**src/rtl/router_pkg.sv**
```systemverilog
// Shared defaults and sizing helper for the parametrised router synchroniser.
// The helper sizes the watchdog counters and address fields.
package router_pkg;

  localparam int ROUTER_NUM_CH_DEF  = 3;
  localparam int ROUTER_TIMEOUT_DEF = 30;

  // Ceiling log2 with a floor of one bit, so tiny values still give a usable width.
  function automatic int routerClog2(input int value);
    int width;
    width = 1;
    while ((1 << width) < value) begin
      width++;
    end
    return width;
  endfunction

endpackage

```
**src/rtl/router_sync_timer.sv**
```systemverilog
// Per-channel watchdog: flushes a FIFO when its destination leaves valid data
// unread for TIMEOUT consecutive cycles, then re-arms for another window.
module router_sync_timer
  import router_pkg::*;
#(
  parameter int TIMEOUT = ROUTER_TIMEOUT_DEF
) (
  input  logic clk,
  input  logic resetn,
  input  logic vld,
  input  logic rd,
  output logic soft_reset
);

  localparam int CNT_W = routerClog2(TIMEOUT);
  localparam logic [CNT_W-1:0] CNT_LAST = CNT_W'(TIMEOUT - 1);

  logic [CNT_W-1:0] cnt_q, cnt_d;
  logic             pulse_q, pulse_d;
  logic             idle;

  assign idle = vld && !rd;

  // The count restarts on the pulse itself, so a stalled channel re-fires every TIMEOUT cycles.
  always_comb begin
    cnt_d   = '0;
    pulse_d = 1'b0;
    if (idle) begin
      if (cnt_q == CNT_LAST) begin
        pulse_d = 1'b1;
      end else begin
        cnt_d = cnt_q + CNT_W'(1);
      end
    end
  end

  always_ff @(posedge clk) begin
    if (!resetn) begin
      cnt_q   <= '0;
      pulse_q <= 1'b0;
    end else begin
      cnt_q   <= cnt_d;
      pulse_q <= pulse_d;
    end
  end

  assign soft_reset = pulse_q;

endmodule

```
**src/rtl/router_sync_n.sv**
```systemverilog
// Router synchroniser for NUM_CH output FIFOs: latches the header address,
// steers the write strobe, returns the selected full flag and runs the watchdogs.
module router_sync_n
  import router_pkg::*;
#(
  parameter int NUM_CH  = ROUTER_NUM_CH_DEF,
  parameter int ADDR_W  = 2,
  parameter int TIMEOUT = ROUTER_TIMEOUT_DEF
) (
  input  logic              clk,
  input  logic              resetn,
  input  logic [ADDR_W-1:0] data_in,
  input  logic              detect_add,
  input  logic              write_enb_reg,
  input  logic [NUM_CH-1:0] full,
  input  logic [NUM_CH-1:0] empty,
  input  logic [NUM_CH-1:0] read_enb,
  output logic [NUM_CH-1:0] write_enb,
  output logic              fifo_full,
  output logic [NUM_CH-1:0] vld_out,
  output logic [NUM_CH-1:0] soft_reset,
  output logic              addr_err
);

  logic [ADDR_W-1:0] addr_q, addr_d;
  logic              addr_vld_q, addr_vld_d;
  logic              addr_err_q, addr_err_d;
  logic              in_range;

  assign in_range = ({1'b0, data_in} < (ADDR_W + 1)'(NUM_CH));

  always_comb begin
    addr_d     = addr_q;
    addr_vld_d = addr_vld_q;
    addr_err_d = addr_err_q;
    if (detect_add) begin
      addr_d     = data_in;
      addr_vld_d = in_range;
      addr_err_d = !in_range;
    end
  end

  always_ff @(posedge clk) begin
    if (!resetn) begin
      addr_q     <= '0;
      addr_vld_q <= 1'b0;
      addr_err_q <= 1'b0;
    end else begin
      addr_q     <= addr_d;
      addr_vld_q <= addr_vld_d;
      addr_err_q <= addr_err_d;
    end
  end

  // Decoding against each channel index keeps out-of-range addresses from ever selecting a FIFO.
  always_comb begin
    write_enb = '0;
    fifo_full = 1'b0;
    for (int i = 0; i < NUM_CH; i++) begin
      if (addr_vld_q && (addr_q == ADDR_W'(i))) begin
        write_enb[i] = write_enb_reg;
        fifo_full    = full[i];
      end
    end
  end

  assign vld_out  = ~empty;
  assign addr_err = addr_err_q;

  for (genvar g = 0; g < NUM_CH; g++) begin : g_timer
    router_sync_timer #(
      .TIMEOUT(TIMEOUT)
    ) u_timer (
      .clk       (clk),
      .resetn    (resetn),
      .vld       (vld_out[g]),
      .rd        (read_enb[g]),
      .soft_reset(soft_reset[g])
    );
  end

endmodule
```
**config.mk**
```make
export PLATFORM = sky130hd
export DESIGN_NAME = router_sync_n
export DESIGN_NICKNAME = d
export VERILOG_FILES = /design/src/rtl/router_pkg.sv /design/src/rtl/router_sync_timer.sv /design/src/rtl/router_sync_n.sv
export SDC_FILE = /design/constraint.sdc
export NUM_CORES = 1
export LEC_CHECK = 0
export BUFFER_PORTS_ARGS = -buffer_cell sky130_fd_sc_hd__clkbuf_2
export CAP_MARGIN = 10
export CORE_AREA = 5 5 52 54
export DETAILED_ROUTE_END_ITERATION = 8
export DIE_AREA = 0 0 57 59
export PLACE_DENSITY = 0.74
export SLEW_MARGIN = 20
export SYNTH_ARGS = -nofsm -noshare
export SYNTH_HDL_FRONTEND = slang
export SYNTH_SLANG_ARGS = --single-unit
```
**constraint.sdc**
```tcl
create_clock -name clk -period 0.9 [get_ports clk]
set_input_delay 0 -clock clk [delete_from_list [all_inputs] [get_ports clk]]
set_output_delay 0 -clock clk [all_outputs]
set_load 0.05 [all_outputs]
```
Word level (Yosys, flattened, before mapping)
Index checks and enable logic that the tools add are counted.
- add/sub/neg operators: 3
- multiply operators: 0
- divide/modulo/power cells: 0
- magnitude comparators: 1
- eq/ne operators: 5
- shifts and indexed selects: 0
- mux-type cells: 9
- bitwise gates (word level): 5
- reduce and logical (&&, ||, !) cells: 17
- operator list (operator ; count):
    adder 5 x 1 -> 5 bit, second input constant ; 3
    equality test 5 bit, second input constant ; 3
    two-way mux 1 bit ; 9
    OR reduction 3 bit ; 3
    logical AND 1 bit ; 6
    AND reduction 2 bit ; 3
    zero test 1 bit ; 4
    inverter 1 bit ; 4
    inverter 3 bit ; 1
    equality test 2 x 1 -> 1 bit, second input constant ; 1
    equality test 2 bit, second input constant ; 1
    zero test 2 bit ; 1
    less-than comparator 2 bit, second input constant ; 1
- flip-flop bits (word level): 22
- latch bits: 0
- bits in writable memories: 0
- ROM bits: 0
- bits of input ports: 15
- output and inout port bits: 11
- logic and storage cells: 49
- memories: 0

Depth between registers and ports, before layout
- depth in word-level cells: 5
- mapped depth: 5
- depth with buffers taken out: 5

By module
A second synthesis with hierarchy kept.
- cells, all modules: 92
- area total of the unflattened synthesis: 895.9 sq um
- modules (own cells, without submodules) (module ; times used ; cells an instance ; area an instance (sq um) ; sequential area each (sq um)):
    router_sync_timer ; 3 ; 23 ; 230.2 ; 120.1
    router_sync_n ; 1 ; 23 ; 205.2 ; 80.1

Worst setup path before layout
Ideal clock, no wire load.
- path type: register to output
- from: register addr_vld_q
- to: output write_enb[1]
- arrival: 1.565 ns
- required time: 0.900 ns
- slack: -0.665 ns
- cell stages (with the launch flop): 3
- buffers on the path: 0
- cell sequence: dfxtp_1 -> nand2_1 -> nor3b_1
- word-level cells in the longest chain between the ends: 2
- ends and longest elaborated chain (element ; RTL line ; source):
    start: declaration ; router_sync_n.sv:26 ; logic addr_vld_q, addr_vld_d;
    start signal: assignment ; router_sync_n.sv:50 ; addr_vld_q <= addr_vld_d;
    logical AND 1 bit ; router_sync_n.sv:60 ; if (addr_vld_q && (addr_q == ADDR_W'(i))) begin
    two-way mux 1 bit ; router_sync_n.sv:60 ;
    end: declaration ; router_sync_n.sv:18 ; output logic [NUM_CH-1:0] write_enb,
No other way between the ends.

Final worst setup path
- from: register addr_q[0]
- to: output fifo_full
- word-level cells in the longest chain between the ends: 5
- elaborated cells between the ends (all ways): 9
- those cells by class: eq/ne (2); mux (3); reduce/logical (4)
- ends and longest elaborated chain (element ; RTL line ; source):
    start: declaration ; router_sync_n.sv:25 ; logic [ADDR_W-1:0] addr_q, addr_d;
    start signal: assignment ; router_sync_n.sv:49 ; addr_q <= addr_d;
    zero test 2 bit ; router_sync_n.sv:60 ;
    logical AND 1 bit ; router_sync_n.sv:60 ;
    two-way mux 1 bit (2 in series) ; router_sync_n.sv:60 ;
    two-way mux 1 bit (*) ; router_sync_n.sv:60 ;
    end: declaration ; router_sync_n.sv:19 ; output logic fifo_full,
Mark *: on every way between the ends. The rest lies on a longest branch, timed or not.

==> flow_summary.json <==
{
  "period_needed_ns": 1.244,
  "cts_sinks": 22,
  "grt_pass1_vias": 851,
  "nFillCells": 162,
  "outcome": "complete, but fails checks",
  "ys_seq_elements": 22,
  "ys_warn_count": 0,
  "maxCapViolCount": 0,
  "grt_max_degree": 12,
  "synth_top_area_share_pct": 46.44,
  "viasPerCell": 4.848,
  "gr-total-overflow": 0,
  "finalCritPeriodShare_pct": 138.2,
  "clk_pin_slew_worst_paths_ns": 0.11,
  "drt-initial-drc-count": 7,
  "avgSynthCellArea_um2": 9.678,
  "nets": 166,
  "synth.distinct_cells": 24,
  "synth_nets": 119,
  "cts_made_buffers": 3,
  "worstMarginPinSlew_ns": 0.2836,
  "fp-row-count": 17,
  "antenna_cells": 0,
  "die_w_um": 57,
  "max_freq_mhz": 803.9,
  "wl_per_cell_um": 12.73,
  "final_hold_viol_count": 0,
  "placed_area_um2": 1230,
  "syn-instance-count": 98,
  "syn_to_final_growth_pct": 62.93,
  "synth_top_area_cell": "dfxtp_1",
  "io_buffers": 25,
  "end_kind": "output port",
  "critPathRequiredTime_ns": 0.90,
  "cts_tree": "done",
  "seq_area_frac_synth_pct": 46.44,
  "via_count": 829,
  "clk_latency_ns": 0.29,
  "critPathMaxStageDelay_ns": 0.38,
  "track_usage_pct": 13.49,
  "hp-class": "in -> reg",
  "cellLeakagePower_nw": 0.6278,
  "power.density_nw_per_um2": 1111,
  "final_max_slew_viol_count": 0,
  "r2r_cells": 4,
  "hpwl_um": 1446,
  "skew_ns": 0.0006462,
  "synth_area_leaders": "dfxtp_1, ha_1, nor2_1",
  "antenna_left": 0,
  "worstPathCellList": "mux2i_1 -> o21ai_1 -> and2_4 -> clkbuf_16",
  "clock_path_buffers": 2,
  "critPathLaunchType": "flop",
  "hold_depth": 3,
  "pre_cts_slack_ns": -0.1174,
  "wirelength_um": 2177,
  "core-area_um2": 2170,
  "setup_tns_ns": -2.939,
  "slowest_stage": "dfxtp_4",
  "relSlewSlack_pct": 81.17,
  "drcViolationCount": 0,
  "violations": "setup timing",
  "crit_type": "reg -> out",
  "grt_pass1_wl_um": 3525,
  "antenna_found_initial": 0,
  "fin_ws_ns": -0.3440,
  "cp_top_family": "flip-flops",
  "peakVddDrop_uv": 976.5,
  "worst-path-stages": 4,
  "rsz0062_at_grt": "yes",
  "finalSetupViolations": 22,
  "root_buffer": "clkbuf_4",
  "cp_data_arrival_time_ns": 1.24,
  "htreeDepth": 1,
  "dr.pass1.iters": 4,
  "boundaryPins": 26,
  "finalInstanceArea_um2": 1545,
  "die_y_um": 59,
  "drive_gt1_share_pct": 53.15,
  "initial_core_util_pct": 43.71,
  "crit_buf_inv": 1,
  "place_congestion": 0.7657,
  "synth.cell_area_um2": 948.4,
  "fp.dieArea_um2": 3363,
  "cp_max_fo": 4
}
==> placed cells by master, fill, tap and decap left out, types with 2 or more instances in the layout <==
cell type      synthesis  layout
inv_1                  7       4
dfxtp_4                0       7
nor3b_4                0       2
xor2_1                 6       5
mux2i_1                3       3
clkbuf_2               0      17
xnor2_1                3       3
nor2_2                 0       2
nand3_1                8       6
ha_4                   0       6
dfxtp_2                0       3
nand3_2                0       2
dfxtp_1               22      12
nand4_1                4       4
nor2_1                16      14
nor2b_1                3       3
dlygate4sd3_1          0       8
buf_6                  0       2
clkbuf_4               0       6
inv_2                  0       2
buf_4                  6      12
buf_8                  0       3
==> power by group <==
part	internal [mW]	leakage [nW]	switching [mW]
Sequential	0.980	0.185	0.0249
Combinational	0.150	0.429	0.150
Clock	0.155	0.0138	0.257
==> cells in the mapped netlist <==
master	number
xor2_1	6
mux2i_1	3
nand3b_1	1
nor4b_1	1
nand2_1	1
a21boi_0	1
nand3_1	8
buf_4	6
nor3b_2	1
and2_1	1
xnor2_1	3
inv_1	7
ha_1	6
nand2_2	1
dfxtp_1	22
nor3_1	1
nor2_1	16
nor2b_1	3
nand2b_1	1
o21ai_0	1
nor3b_1	2
nor4b_2	1
nand4_1	4
o211a_1	1
==> worst reg2reg max path, delay by kind of cell, from the launching register on <==
kind	cells	cell delay (ns)
flops	1	0.38
simple gates	3	0.48
fa+ha+maj	1	0.15
==> final cells by class <==
cell class              count  area, um2  area share [%]
well taps                  28      35.03           2.267
repair buffers             48      395.4           25.59
inverters                   7      28.78           1.862
multi-input cells          63      593.1           38.38
clock buffers               3      22.52           1.457
flip-flops and latches     22      470.5           30.45
==> final timing paths <==
check / start / end / slack [ns]
max reg2reg: g_timer[1].u_timer.cnt_q[0]$_SDFF_PP0_ / g_timer[1].u_timer.cnt_q[4]$_SDFF_PP0_ / -0.18
min reg2reg: addr_err$_SDFFE_PN0P_ / addr_err$_SDFFE_PN0P_ / 0.49
min: empty[0] / g_timer[0].u_timer.soft_reset$_SDFF_PN0_ / 0.01
max: addr_q[0]$_SDFFE_PN0P_ / fifo_full / -0.34
==> cell families after synthesis <==
group           after synthesis  synth area share [%]
compound gates                3                 2.375
buf+inv                      13                 7.520
mux                           3                 3.166
fa+ha+maj                     6                 7.915
flops                        22                 46.44
xor+xnor                      9                 8.312
simple gates                 42                 24.27
==> registers in the layout, summed over array words and instances (netlist names) <==
| signal | cells |
|---|---|
| g_timer.u_timer.cnt_q | 15 |
| g_timer.u_timer.soft_reset | 3 |
| addr_err | 1 |
| addr_vld_q | 1 |
| addr_q | 2 |
==> per-layer routing <==
| metal | wire length, um | share of wire [%] | vias up | GRT usage, % |
|---|---|---|---|---|
| li1 | - | - | 412 | - |
| met4 | 36 | 1.7 | 0 | 4.305 |
| met3 | 100 | 4.6 | 4 | 3.268 |
| met5 | 0 | 0 | - | 0 |
| met1 | 823 | 38 | 394 | 13.73 |
| met2 | 1217 | 56 | 19 | 26.75 |
==> per-stage QoR <==
stage                     hold WS (ns)  instances  total power, mW  util [%]
after floorplan                0.07058         98            1.172         -
after global placement          0.1827        157            1.253     56.69
after detailed placement        0.1964        157            1.261     56.69
after CTS                    0.0006682        171            1.735     69.49
after global routing          0.002566        171            1.805     71.22
final                          0.01192        171            1.717     71.22
==> repair_timing <==
| action | CTS | global route |
|---|---|---|
| cloned | 0 | 0 |
| hold buffers | 8 | 0 |
| resized for setup | 32 | 15 |
| hold endpoints to repair | 6 | 0 |
| buffers inserted | 3 | 1 |
| setup endpoints to repair | 23 | 25 |
| pin swaps | 13 | 6 |
No activity file was read; power rests on OpenSTA's default activity.
